`config.mk`:
```
export PLATFORM = sky130hd
export DESIGN_NAME = fsm_seq_stim
export DESIGN_NICKNAME = d
export VERILOG_FILES = /design/src/rtl/fsm_seq_pkg.sv /design/src/rtl/fsm_seq_rom.sv /design/src/rtl/fsm_seq_stim.sv
export SDC_FILE = /design/constraint.sdc
export NUM_CORES = 1
export LEC_CHECK = 0
export ABC_AREA = 1
export CORE_MARGIN = 3
export CORE_UTILIZATION = 40
export DETAILED_ROUTE_END_ITERATION = 10
export PLACE_DENSITY = 0.75
export SETUP_SLACK_MARGIN = 0.4
export SYNTH_ARGS = -nofsm -noshare
export SYNTH_HDL_FRONTEND = slang
export SYNTH_SLANG_ARGS = --single-unit
export TNS_END_PERCENT = 20
```
`constraint.sdc`:
```
create_clock -name clk -period 1.45 [get_ports clk]
set_input_delay 0.145 -clock clk [delete_from_list [all_inputs] [get_ports clk]]
set_output_delay 0.145 -clock clk [all_outputs]
set_load 0.01 [all_outputs]
```
`src/rtl/fsm_seq_pkg.sv`:
```
// Shared constants for the 13-state sequence detector and its stimulus driver.
// Detector state codes S1..S13, code width, script length and the stimulus FSM state type.
package fsm_seq_pkg;

  localparam int unsigned CODE_W = 17;
  localparam int unsigned NSTEPS = 12;

  localparam logic [CODE_W-1:0] S1  = 17'd0;
  localparam logic [CODE_W-1:0] S2  = 17'd200;
  localparam logic [CODE_W-1:0] S3  = 17'd700;
  localparam logic [CODE_W-1:0] S4  = 17'd900;
  localparam logic [CODE_W-1:0] S5  = 17'd1300;
  localparam logic [CODE_W-1:0] S6  = 17'd1800;
  localparam logic [CODE_W-1:0] S7  = 17'd2300;
  localparam logic [CODE_W-1:0] S8  = 17'd2800;
  localparam logic [CODE_W-1:0] S9  = 17'd3100;
  localparam logic [CODE_W-1:0] S10 = 17'd3400;
  localparam logic [CODE_W-1:0] S11 = 17'd3600;
  localparam logic [CODE_W-1:0] S12 = 17'd3800;
  localparam logic [CODE_W-1:0] S13 = 17'd4100;

  typedef enum logic [2:0] {
    StIdle,
    StDrive,
    StHold,
    StDone,
    StFail
  } stim_state_e;

endpackage

```
`src/rtl/fsm_seq_rom.sv`:
```
// Step -> {detector input vector, expected detector state code} lookup.
// Vector bit order is {i4, i3, i2, i1}. The expected-code table only exists when
// FSM_SEQ_STIM_CHECK_EN is defined; otherwise code reads as zero.
module fsm_seq_rom
  import fsm_seq_pkg::*;
(
  input  logic [3:0]        step,
  output logic [3:0]        vec,
  output logic [CODE_W-1:0] code
);

  // Stimulus vector for each script step
  always_comb begin
    vec = 4'b0000;
    case (step)
      4'd0:    vec = 4'b0100;
      4'd1:    vec = 4'b1001;
      4'd2:    vec = 4'b0000;
      4'd3:    vec = 4'b0010;
      4'd4:    vec = 4'b1111;
      4'd5:    vec = 4'b0100;
      4'd6:    vec = 4'b1001;
      4'd7:    vec = 4'b0000;
      4'd8:    vec = 4'b0100;
      4'd9:    vec = 4'b0100;
      4'd10:   vec = 4'b1001;
      4'd11:   vec = 4'b0000;
      default: vec = 4'b0000;
    endcase
  end

`ifdef FSM_SEQ_STIM_CHECK_EN
  // State code the detector must reach once step's vector has been applied
  always_comb begin
    code = '0;
    case (step)
      4'd0:    code = S2;
      4'd1:    code = S3;
      4'd2:    code = S4;
      4'd3:    code = S5;
      4'd4:    code = S6;
      4'd5:    code = S7;
      4'd6:    code = S8;
      4'd7:    code = S9;
      4'd8:    code = S10;
      4'd9:    code = S11;
      4'd10:   code = S12;
      4'd11:   code = S13;
      default: code = S1;
    endcase
  end
`else
  assign code = '0;
`endif

endmodule

```
`src/rtl/fsm_seq_stim.sv`:
```
// Stimulus driver that walks the 13-state sequence detector from s1 to s13.
// Optional macro FSM_SEQ_STIM_CHECK_EN: closed loop (waits on obs_state, timeout -> FAIL).
// Without it the script runs open loop: one DRIVE cycle per step, fail tied low.
module fsm_seq_stim #(
  parameter int unsigned TIMEOUT = 16,
  parameter int unsigned HOLD    = 1,
  parameter int unsigned CODE_W  = 17
) (
  input  logic              clk,
  input  logic              reset,
  input  logic              start,
  input  logic              abort,
  input  logic [CODE_W-1:0] obs_state,
  output logic              i1,
  output logic              i2,
  output logic              i3,
  output logic              i4,
  output logic              busy,
  output logic              done,
  output logic              fail,
  output logic [3:0]        step
);

  import fsm_seq_pkg::*;

  localparam logic [3:0] HLAST = 4'(HOLD - 1);
  localparam logic [3:0] SLAST = 4'(NSTEPS - 1);

  stim_state_e state_q, state_d;
  logic [3:0]  step_q, step_d;
  logic [3:0]  vec_q, vec_d;
  logic [3:0]  hold_q, hold_d;
  logic        done_q, done_d;
  logic [3:0]  rom_vec;
  logic [16:0] rom_code;

  // ROM is addressed by the next step so the vector can be registered on entry to DRIVE
  fsm_seq_rom u_rom (
    .step (step_d),
    .vec  (rom_vec),
    .code (rom_code)
  );

`ifdef FSM_SEQ_STIM_CHECK_EN
  localparam int unsigned   TW    = $clog2(TIMEOUT) + 1;
  localparam logic [TW-1:0] TLAST = TW'(TIMEOUT - 1);

  logic [TW-1:0] timer_q, timer_d;
  logic          fail_q, fail_d;
  logic          match;

  assign match = (obs_state == CODE_W'(rom_code));
`else
  logic unused_obs;
  localparam int unsigned unused_timeout = TIMEOUT;
  assign unused_obs = ^{obs_state, rom_code};
`endif

  // Step index: cleared by abort or accepted start, advanced when a hold completes
  always_comb begin
    step_d = step_q;
    if (abort) begin
      step_d = '0;
    end else if ((state_q inside {StIdle, StDone, StFail}) && start) begin
      step_d = '0;
    end else if (state_q == StHold && hold_q == HLAST && step_q != SLAST) begin
      step_d = step_q + 4'd1;
    end
  end

  // Next-state, counters and registered outputs
  always_comb begin
    state_d = state_q;
    hold_d  = hold_q;
    done_d  = 1'b0;
    vec_d   = 4'b0000;
`ifdef FSM_SEQ_STIM_CHECK_EN
    timer_d = timer_q;
    fail_d  = fail_q;
`endif
    if (abort) begin
      state_d = StIdle;
    end else begin
      unique case (state_q)
        StIdle, StDone, StFail: begin
          if (start) begin
            state_d = StDrive;
`ifdef FSM_SEQ_STIM_CHECK_EN
            timer_d = '0;
            fail_d  = 1'b0;
`endif
          end
        end
        StDrive: begin
`ifdef FSM_SEQ_STIM_CHECK_EN
          // A match on the expiry cycle still wins
          if (match) begin
            state_d = StHold;
            hold_d  = '0;
          end else if (timer_q >= TLAST) begin
            state_d = StFail;
            fail_d  = 1'b1;
          end else if (timer_q != '1) begin
            timer_d = timer_q + 1'b1;
          end
`else
          state_d = StHold;
          hold_d  = '0;
`endif
        end
        StHold: begin
          if (hold_q == HLAST) begin
            if (step_q == SLAST) begin
              state_d = StDone;
              done_d  = 1'b1;
            end else begin
              state_d = StDrive;
`ifdef FSM_SEQ_STIM_CHECK_EN
              timer_d = '0;
`endif
            end
          end else begin
            hold_d = hold_q + 4'd1;
          end
        end
        default: state_d = StIdle;
      endcase
    end
    if (state_d inside {StDrive, StHold}) begin
      vec_d = rom_vec;
    end
  end

  // State and output registers
  always_ff @(posedge clk or negedge reset) begin
    if (!reset) begin
      state_q <= StIdle;
      step_q  <= '0;
      vec_q   <= '0;
      hold_q  <= '0;
      done_q  <= 1'b0;
    end else begin
      state_q <= state_d;
      step_q  <= step_d;
      vec_q   <= vec_d;
      hold_q  <= hold_d;
      done_q  <= done_d;
    end
  end

`ifdef FSM_SEQ_STIM_CHECK_EN
  // Step timer and sticky fail flag
  always_ff @(posedge clk or negedge reset) begin
    if (!reset) begin
      timer_q <= '0;
      fail_q  <= 1'b0;
    end else begin
      timer_q <= timer_d;
      fail_q  <= fail_d;
    end
  end

  assign fail = fail_q;
`else
  assign fail = 1'b0;
`endif

  assign {i4, i3, i2, i1} = vec_q;
  assign busy = (state_q == StDrive) || (state_q == StHold);
  assign done = done_q;
  assign step = step_q;

endmodule

```
==> run_results.csv, run 1 <==
group,metric,value,unit
sta,fmax,616.7,MHz
worst_setup_path,crit_path_start_kind,"flop",
place,placed_cell_area,1294,um2
yosys,synth_area,923.4,um2
sta,period_share,1.118,
floorplanning,ios,32,
place,routabilityCongestion,0.7968,
worst_setup_path,cp_slowest_cell,"dfrtp_1",
global_route,grt_busiest_layer,"met2",
floorplanning,dieArea,2921,um2
sta,period_needed,1.622,ns
yosys,avgSynthCellArea,8.100,um2
worst_setup_path,critPathMaxStageDelay,0.40,ns
layout,fin_area,1496,um2
global_route,grt.total_usage,0.2126,
layout,layout.nets,185,
routing,drc,0,
place,dp_cells,175,
sta,drv_slew,0,
yosys,synth_cell_types,25,
worst_setup_path,path_class,"flop to flop",
worst_setup_path,crit_family,"simple AND/OR/NAND/NOR gates",
routing,vias,960,
yosys,synth_edf_count,0,
status,violations,"setup timing",
routing,wl_per_cell,15.36,um
worst_setup_path,crit_buf_inv,2,
sta,holdWs,0.1844,ns
clocking,cts_buffers,3,
power,peakVddDrop,0.6401,mV
worst_setup_path,crit_chain,"inv_2 -> ha_4 -> nand3_2 -> nor2_4 -> nand3_2 -> nand2_4 -> nand2_2 -> inv_1 -> o21ai_1 -> nor2_1",
layout,fillers,149,
status,outcome,"finished, violations left",
routing,first_pass_iters,4,
worst_setup_path,critPathCaptureType,"flop",
clocking,clkTransAtPathRegs,0.09,ns
place,hpwl,1937,um
global_route,met2_usage,0.3750,
power,swShare,0.4026,
global_route,grt_start_max_net_pins,16,
worst_setup_path,cp_max_fo,4,
layout,n_antenna_cell,0,
routing,via_per_inst,5.134,
worst_setup_path,required,1.68,ns
yosys,ys_seq_area_frac,0.4065,
yosys,synthesis.nets,138,
worst_setup_path,critPathMostFrequentCell,"nand3_2",
worst_hold_path,hp-class,"input port to asynchronous set/reset pin",
floorplanning,fp-row-count,16,
routing,drt-initial-drc-count,7,
run,cap_violations,0,
yosys,ys_seq_elements,15,
sta,finalClockSkew,0.002643,ns
global_route,grt_util_met1,0.2342,
power,power_density,1104,nW/um2
floorplanning,die_x,54.05,um
yosys,synth_ff_type,"dfrtp_1",
layout,layout-drive-gt1-share,0.5563,
place,numPortBuffers,13,
sta,finalHoldViolCount,0,
power,pwr-share-seq,0.313,
yosys,synth_top_area_cell,"dfrtp_1",
power,p_sw,664.9,uW
global_route,met3_usage,0.02770,
clocking,clkLatencyLatePin,0.29,ns
sta,setup_slack,-0.1716,ns
global_route,overflow,0,
yosys,async_flop_share,1.000,
yosys,yosysWarnings,0,
clocking,h-tree-depth,1,
worst_setup_path,arrival,1.85,ns
sta,setup_viol,10,
power,power.share.clock,0.154,
clocking,cts-root-buf,"clkbuf_4",
yosys,yosys-top-cells-area,"dfrtp_1 (41%), nand2_1 (11%), nand3_1 (5.4%), inv_1 (5.3%), nand3_2 (4.3%)",
routing,drtAntennaViolNets,0,
global_route,grt_pass1_wl,4319,um
floorplanning,die_h,54.05,um
floorplanning,start_util,0.4478,
layout,fin_cells,187,
layout,area_growth,62.06,%
sta,fin_tns_setup,-0.8093,ns
routing,wirelength,2872,um
power,p_int,986.7,uW
sta,rsz0062_at_grt,"true",
global_route,antenna_found_initial,0,
power,p_leak,0.7546,nW
yosys,synth_top_area_frac,0.4065,
floorplanning,core,2062,um2
clocking,clock-sinks,15,
yosys,yosysMostFrequentCell,"nand2_1",
clocking,cts_tree,"built",
yosys,netlist_instances,114,
yosys,netlist_top_cells_count,"nand2_1 (26), dfrtp_1 (15), inv_1 (13)",
global_route,grt_pass1_vias,999,
clocking,ctsLongestPathBuffers,2,
power,p_comb_frac,0.532,
==> state kept, by name, indices dropped and copies added, names as in the netlist <==
register and cells:
vec_q 3, state_q 3, hold_q 4, step 4, done 1
==> cells in the final DEF, fill, tap and decap left out, types with 2 or more instances in the layout <==
cell type | synthesis | layout
nand2_1 | 26 | 15
nand2_4 | 0 | 2
o21ai_1 | 5 | 5
dfrtp_2 | 0 | 3
a21oi_1 | 4 | 3
inv_2 | 5 | 10
nand3_4 | 0 | 3
clkdlybuf4s15_1 | 0 | 2
buf_4 | 2 | 28
o21ai_0 | 4 | 2
clkbuf_4 | 0 | 3
clkdlybuf4s50_1 | 0 | 3
buf_6 | 0 | 6
nor2_1 | 5 | 4
buf_2 | 0 | 2
o21ai_2 | 1 | 2
nand3_2 | 4 | 3
nand2_2 | 2 | 11
nor2_4 | 3 | 4
inv_1 | 13 | 8
dfrtp_1 | 15 | 12
ha_4 | 0 | 2
clkdlybuf4s15_2 | 0 | 2
nand3_1 | 10 | 8
==> per-stage QoR <==
stage,setup WS [ns],util,total power [mW]
after global routing,-0.2739,0.7257,1.758
after floorplan,-0.02859,-,0.9418
after detailed placement,-0.2457,0.6274,1.221
after CTS,-0.1148,0.6833,1.545
final,-0.1716,0.7257,1.652
after global placement,-0.1924,0.6274,1.187
==> routing by layer <==
layer  vias up  wire [um]  share of wire
met1       478       1153           0.40
met5         -          0              0
met4         0         64          0.022
met3         7         74          0.026
met2        14       1578           0.55
li1        461          -              -
==> worst register-to-register path, stage by stage (launching register included) <==
cell	delay [ns]
dfrtp_1	0.40
inv_2	0.09
ha_4	0.15
nand3_2	0.12
nor2_4	0.18
nand3_2	0.13
nand2_4	0.12
nand2_2	0.08
inv_1	0.09
o21ai_1	0.09
nor2_1	0.11
==> worst paths after layout <==
path	slack [ns]	cells after the start	start	to
max	-0.17	10	hold_q[0]	vec_q[1]
min	0.18	2	reset	vec_q[2]
max reg2reg	-0.17	10	hold_q[0]	vec_q[1]
min reg2reg	0.47	1	hold_q[3]	hold_q[3]
max in group asynchronous	1.07	2	reset	step[0]
min in group clk	0.47	1	hold_q[3]	hold_q[3]
==> kinds of logic after synthesis <==
family,Yosys count,synth area share
simple gates,56,0.3388
buf+inv,20,0.08943
compound gates,17,0.1016
flops,15,0.4065
fa+ha+maj,3,0.04065
xor+xnor,2,0.01897
other cells,1,0.004061
==> cell type report <==
| cell class | instances | area, um2 | area share |
|---|---|---|---|
| inverters | 18 | 67.56 | 0.04515 |
| flip-flops and latches | 15 | 379.1 | 0.2533 |
| well taps | 27 | 33.78 | 0.02258 |
| repair buffers | 44 | 369.1 | 0.2467 |
| clock buffers | 4 | 26.28 | 0.01756 |
| multi-input cells | 79 | 620.6 | 0.4147 |
==> power by group through the flow <==
stage / logic, mW / clock network (mW) / registers (mW)
floorplan: 0.412 / 0 / 0.529
global placement: 0.670 / 0 / 0.517
detailed placement: 0.703 / 0 / 0.518
CTS: 0.779 / 0.255 / 0.511
global route: 0.954 / 0.281 / 0.523
finish: 0.879 / 0.255 / 0.517
==> timing repair <==
item | in CTS | in global routing
hold buffers | 0 | 0
setup buffers | 4 | 4
endpoints found under the hold margin | 0 | 0
setup endpoints to repair | 25 | 24
pin swaps | 12 | 5
resized for setup | 49 | 17
Power figures use the tool's default switching activity.
==> inputs of run 2 (changes only) <==
--- a/config.mk
+++ b/config.mk
@@ -7,9 +7,10 @@
 export LEC_CHECK = 0
 export ABC_AREA = 1
 export CORE_MARGIN = 3
-export CORE_UTILIZATION = 40
+export CORE_UTILIZATION = 45
 export DETAILED_ROUTE_END_ITERATION = 10
-export PLACE_DENSITY = 0.75
+export DONT_BUFFER_PORTS = 1
+export REMOVE_ABC_BUFFERS = 1
 export SETUP_SLACK_MARGIN = 0.4
 export SYNTH_ARGS = -nofsm -noshare
 export SYNTH_HDL_FRONTEND = slang
==> run 2 against run 1 <==
  * The run still ends with setup timing left
  * Utilization increased by 6.6 points
  * Maximum frequency decreased by 2.3%
  * Flip-flop and latch count unchanged
  * Sequential share of layout area increased by 0.52 points
  * Die area decreased by 9.9%
  * Wire length decreased by 1.9%
  * Clock skew increased by 0.0021 ns
  * Clock power decreased by 2%
  * Clock-buffer cell count unchanged
  * Combinational power increased by 11%
==> run_results.csv, run 2 (synthesized netlist as in run 1, its figures left out) <==
group,metric,value,unit
power,power.share.clock,0.143,
worst_setup_path,crit_path_start_kind,"flop",
worst_setup_path,arrival,1.84,ns
worst_setup_path,r2r-start,"hold_q[0]",
worst_setup_path,crit_buf_inv,3,
floorplanning,dieArea,2632,um2
sta,setup_viol,10,
sta,rsz0062_at_grt,"true",
worst_setup_path,path_class,"flop to flop",
global_route,antenna_found_initial,0,
layout,fillers,136,
power,pwr-share-seq,0.300,
worst_setup_path,critPathLaunch,"hold_q[0]",
routing,drtAntennaViolNets,0,
worst_setup_path,cp_max_fo,4,
run,cap_violations,0,
routing,vias,967,
status,outcome,"finished, violations left",
layout,final_common_cell,"buf_4",
worst_setup_path,required,1.64,ns
clocking,cts_buffers,3,
power,power_density,1206,nW/um2
layout,layout.nets,182,
floorplanning,start_util,0.5020,
routing,first_pass_iters,4,
global_route,met3_usage,0.02915,
worst_setup_path,cp_slowest_cell,"dfrtp_1",
sta,period_needed,1.659,ns
sta,max_slew_margin,0.5294,
place,hpwl,1526,um
routing,drc,0,
power,p_sw,705.6,uW
layout,final_cell_mix,"buf_4 (32), dfrtp_1 (14), nand2_1 (13)",
global_route,overflow,0,
worst_setup_path,crit_family,"simple AND/OR/NAND/NOR gates",
worst_hold_path,hp-start,"start",
global_route,met2_usage,0.3584,
clocking,cts-root-buf,"clkbuf_4",
place,numPortBuffers,0,
power,p_comb_frac,0.557,
routing,wl_per_cell,15.48,um
sta,tightest_slew,0.7035,ns
global_route,grt_pass1_wl,4347,um
clocking,cts_tree,"built",
worst_setup_path,rr_worst_depth,11,
sta,finalHoldViolCount,0,
clocking,clkLatencyLatePin,0.29,ns
sta,setup_slack,-0.2093,ns
power,total_power,1.757,mW
worst_setup_path,rrSetupSlack,-0.21,ns
clocking,clock-sinks,15,
floorplanning,core,1839,um2
worst_setup_path,critPathMaxStageDelay,0.41,ns
floorplanning,die_h,51.30,um
floorplanning,die_x,51.30,um
clocking,h-tree-depth,1,
floorplanning,ios,32,
worst_setup_path,critPathCaptureType,"flop",
global_route,grt_pass1_vias,1004,
routing,via_per_inst,5.313,
worst_setup_path,crit_chain,"inv_2 -> ha_4 -> nand3_4 -> nor2_4 -> buf_4 -> nand3_2 -> nand2_2 -> buf_4 -> nand2_2 -> a21oi_2 -> nor2_1",
sta,drv_slew,0,
sta,fmax,602.7,MHz
status,violations,"setup timing",
worst_hold_path,hold_path_end,"state_q[1]",
place,pre_cts_slack,-0.2081,ns
routing,wirelength,2817,um
layout,area_growth,57.72,%
power,p_int,1.051,mW
global_route,grt_busiest_layer,"met2",
layout,n_antenna_cell,0,
power,p_leak,0.7554,nW
sta,finalClockSkew,0.004777,ns
clocking,clkTransAtPathRegs,0.10,ns
worst_setup_path,r2r-end,"vec_q[0]",
global_route,grt_start_max_net_pins,16,
routing,drt-initial-drc-count,38,
global_route,grt_util_met1,0.2868,
global_route,grt.total_usage,0.2204,
layout,layout-drive-gt1-share,0.5541,
power,swShare,0.4016,
sta,period_share,1.144,
worst_hold_path,hp-class,"input port to flop",
worst_hold_path,whs_path_depth,3,
floorplanning,fp-row-count,15,
power,peakVddDrop,0.8721,mV
place,routabilityCongestion,0.9020,
clocking,ctsLongestPathBuffers,2,
==> run 2: worst reg2reg max path, stage by stage (launching register included) <==
cell and delay (ns):
dfrtp_1 0.41, inv_2 0.09, ha_4 0.17, nand3_4 0.08, nor2_4 0.14, buf_4 0.13
nand3_2 0.07, nand2_2 0.11, buf_4 0.11, nand2_2 0.05, a21oi_2 0.13, nor2_1 0.06
==> run 2: power groups by stage <==
stage | clock network (mW) | registers (mW) | logic (mW)
after detailed placement | 0 | 0.523 | 0.544
after global placement | 0 | 0.524 | 0.538
final | 0.251 | 0.528 | 0.978
after floorplan | 0 | 0.525 | 0.330
after CTS | 0.250 | 0.520 | 0.757
after global routing | 0.261 | 0.535 | 1.06
==> run 2: how the worst max path moves through the flow <==
stage,end,slack [ns],cells after the start
after global placement,vec_q[1],-0.19,10
after floorplan,vec_q[0],-0.08,9
after CTS,vec_q[1],-0.17,11
after detailed placement,vec_q[1],-0.21,10
final,vec_q[0],-0.21,11
after global routing,vec_q[0],-0.33,13
==> run 2: stage by stage <==
stage / TNS [ns] / hold slack, ns / utilization / cell area, um2 / cells
detailed placement: -0.7926 / -0.1502 / 0.6252 / 1150 / 165
CTS: -0.7103 / 0.07455 / 0.7265 / 1336 / 179
floorplan: -0.1804 / -0.1506 / - / 908.4 / 112
global placement: -0.6301 / -0.1502 / 0.6252 / 1150 / 165
global route: -2.530 / 0.08448 / 0.7918 / 1456 / 182
finish: -1.286 / 0.07179 / 0.7918 / 1456 / 182
==> run 2: timing repair <==
| item | in CTS | in global routing |
|---|---|---|
| pin swaps | 15 | 21 |
| resized for setup | 24 | 25 |
| endpoints found under the hold margin | 18 | 0 |
| setup buffers | 7 | 3 |
| hold buffers | 3 | 0 |
| endpoints found under the setup margin | 16 | 17 |
==> run 2: layer usage <==
layer	vias up	share of wire
met3	9	0.047
met5	-	0
met2	37	0.50
met1	468	0.43
li1	453	-
met4	0	0.029
==> run 2: final cells by class <==
type | count | area (um2) | share of cell area
inverters | 18 | 70.07 | 0.04811
well taps | 25 | 31.28 | 0.02148
clock buffers | 4 | 26.28 | 0.01804
multi-input cells | 79 | 614.3 | 0.4218
flip-flops and latches | 15 | 376.6 | 0.2586
repair buffers | 41 | 337.8 | 0.2320
==> RTL edit (settings of run 2) <==
Set the parameter `HOLD` to 0 (it was 1).
--- a/src/rtl/fsm_seq_stim.sv
+++ b/src/rtl/fsm_seq_stim.sv
@@ -3,7 +3,7 @@
 // Without it the script runs open loop: one DRIVE cycle per step, fail tied low.
 module fsm_seq_stim #(
   parameter int unsigned TIMEOUT = 16,
-  parameter int unsigned HOLD    = 1,
+  parameter int unsigned HOLD    = 0,
   parameter int unsigned CODE_W  = 17
 ) (
   input  logic              clk,
Formal check against the unedited RTL: not equivalent (Yosys sat finds a counterexample within 4 cycles, from zero or initial values and one cycle with reset low).
==> RTL edit against run 2 <==
- area after synthesis fell by 1.2%
- count of clock-buffer cells in the layout did not move
- the run still ends with setup timing left
- via count shrank 13%
- sequential cell count did not move
- routed wire length shrank 21%
- worst setup slack improved by 0.077 ns
- maximum frequency is 4.9% higher
- design area down 10%
Power is not compared: it rests on default switching activity, and its combinational part moved more than twofold at a synthesized area within 25%.
==> RTL edit: results (changes against run 2) <==
- Result of the run: finished, violations left (unchanged).
- Failing checks: setup timing (unchanged).
- The gate count after technology mapping is 117 (was 114).
- The setup slack after layout is -0.1323 ns (was -0.2093 ns).
- The share of synthesized area occupied by flip-flops and latches was 41.15% (was 40.65%).
- The number of global-route vias before repair is 794 (was 1,004).
- The slowest cell on the critical path is dfrtp_1 (unchanged).
- The number of vias per cell is 4.906 (was 5.313).
- The total routed wirelength is 2212 µm (was 2817 µm).
- The average routed wire per standard cell is 12.94 µm (was 15.48 µm).
- The arrival time of data at the critical path endpoint is 1.75 ns (was 1.84 ns).
- The final net count is 170 (was 182).
- The global-route wire length before repair came to 3512 µm (was 4347 µm).
- The total instance count after detailed placement was 161 (was 165).
- The count of endpoints failing setup in the final report is 8 (was 10).
- The worst clock skew is 0.004656 ns (was 0.004777 ns).
- The worst slew margin relative to its limit is 54.23% (was 52.94%).
- The fraction of layout instances using a drive strength above 1 is 45.21% (was 55.41%).
- The HPWL after detailed placement was 1507 µm (was 1526 µm).
- The global routing usage summed across all routing layers is 17.96% (was 22.04%).
- The met1 track demand over resource in global routing is 22.71% (was 28.68%).
- Most frequent cells after synthesis: 26 x nand2_1, 16 x inv_1, 15 x dfrtp_1, 14 x nand3_1, 7 x nor2_1 (was 26 x nand2_1, 15 x dfrtp_1, 13 x inv_1, 10 x nand3_1).
- The diode insertion count for antenna repair was 0 (unchanged).
- The first-iteration detailed-routing DRC count is 14 (was 38).
- The count of distinct cell types in the synthesized netlist is 24 (was 25).
- The met3 routing resource usage after global routing is 6.706% (was 2.915%).
- The maximum clock insertion buffer count is 2 (unchanged).
- The final weighted congestion in routability-driven placement is 0.9016 (was 0.9020).
- The number of fill cells came to 140 (was 136).
- Top post-synthesis cells by area: dfrtp_1 41%, nand2_1 11%, nand3_1 7.7% (was dfrtp_1 41%, nand2_1 11%, nand3_1 5.4%).
- The met2 track demand over resource in global routing is 28.97% (was 35.84%).
- The number of optimization iterations in the first detailed-route pass is 4 (unchanged).
==> RTL edit: area by class of cell <==
cell class                      count  area (µm²)  share of cell area (%)
Tap cell                           25       31.28                   2.392
Multi-Input combinational cell     80       578.1                   44.21
Clock buffer                        4       26.28                   2.010
Inverter                           20       77.57                   5.933
Timing Repair Buffer               27       219.0                   16.75
Sequential cell                    15       375.4                   28.71
==> RTL edit: kinds of logic (layout without fill, tap and decap cells) <==
logic type / after synthesis / in the layout / share of synthesized area [%]
buffers and inverters: 22 / 51 / 10.01
AOI/OAI and AO/OA: 14 / 14 / 9.191
other: 1 / 1 / 0.4111
DFF: 15 / 15 / 41.15
xor gates and xnor gates: 2 / 2 / 1.921
adders and majority gates: 2 / 2 / 2.743
and+or+nand+nor: 61 / 61 / 34.57
==> RTL edit: metrics by stage <==
stage | hold slack, ns | TNS [ns] | instance area [µm²] | setup WS, ns | total power, W
floorplan | -0.1506 | -0.5652 | 897.1 | -0.1398 | 0.0005939
global placement | -0.1502 | -0.7078 | 1086 | -0.1271 | 0.0006573
detailed placement | -0.1502 | -0.9518 | 1086 | -0.1563 | 0.0006611
CTS | 0.02092 | -0.5657 | 1181 | -0.1152 | 0.0009331
global route | 0.04036 | -1.473 | 1308 | -0.2227 | 0.001012
finish | 0.02716 | -0.4990 | 1308 | -0.1323 | 0.0009552
==> RTL edit: worst paths after layout <==
kind / end / start / cells past startpoint / slack [ns]
max in group asynchronous: vec_q[0]$_DFF_PN0_ / reset / 1 / 0.68
min: state_q[2]$_DFF_PN0_ / start / 3 / 0.03
max reg2reg: vec_q[1]$_DFF_PN0_ / hold_q[0]$_DFFE_PN0P_ / 9 / -0.13
min in group asynchronous: hold_q[1]$_DFFE_PN0P_ / reset / 1 / 0.34
min reg2reg: state_q[2]$_DFF_PN0_ / state_q[1]$_DFF_PN0_ / 1 / 0.60
max: vec_q[1]$_DFF_PN0_ / hold_q[0]$_DFFE_PN0P_ / 9 / -0.13
==> RTL edit: repair_timing <==
item / in CTS / in global routing
hold buffers: 2 / 0
buffers inserted: 1 / 3
hold endpoints to repair: 18 / 0
endpoints found under the setup margin: 15 / 16
pin swaps: 4 / 14
gates resized for setup: 14 / 25
==> RTL edit: worst register-to-register path: stages, from the launching register on <==
cell      delay (ns)
dfrtp_1         0.40
ha_4            0.17
nand2_4         0.06
nor2_4          0.15
nand4_1         0.17
nand2_2         0.13
nor2_4          0.05
buf_4           0.13
o211ai_1        0.16
nor2_1          0.06
==> RTL edit: per-layer routing <==
layer / share of wire (%) / wire length [µm] / vias to the layer above
met5: 0 / 0 / -
met4: 0.81 / 18 / 0
met3: 4.6 / 101 / 2
met2: 50 / 1113 / 15
met1: 44 / 978 / 391
li1: - / - / 431
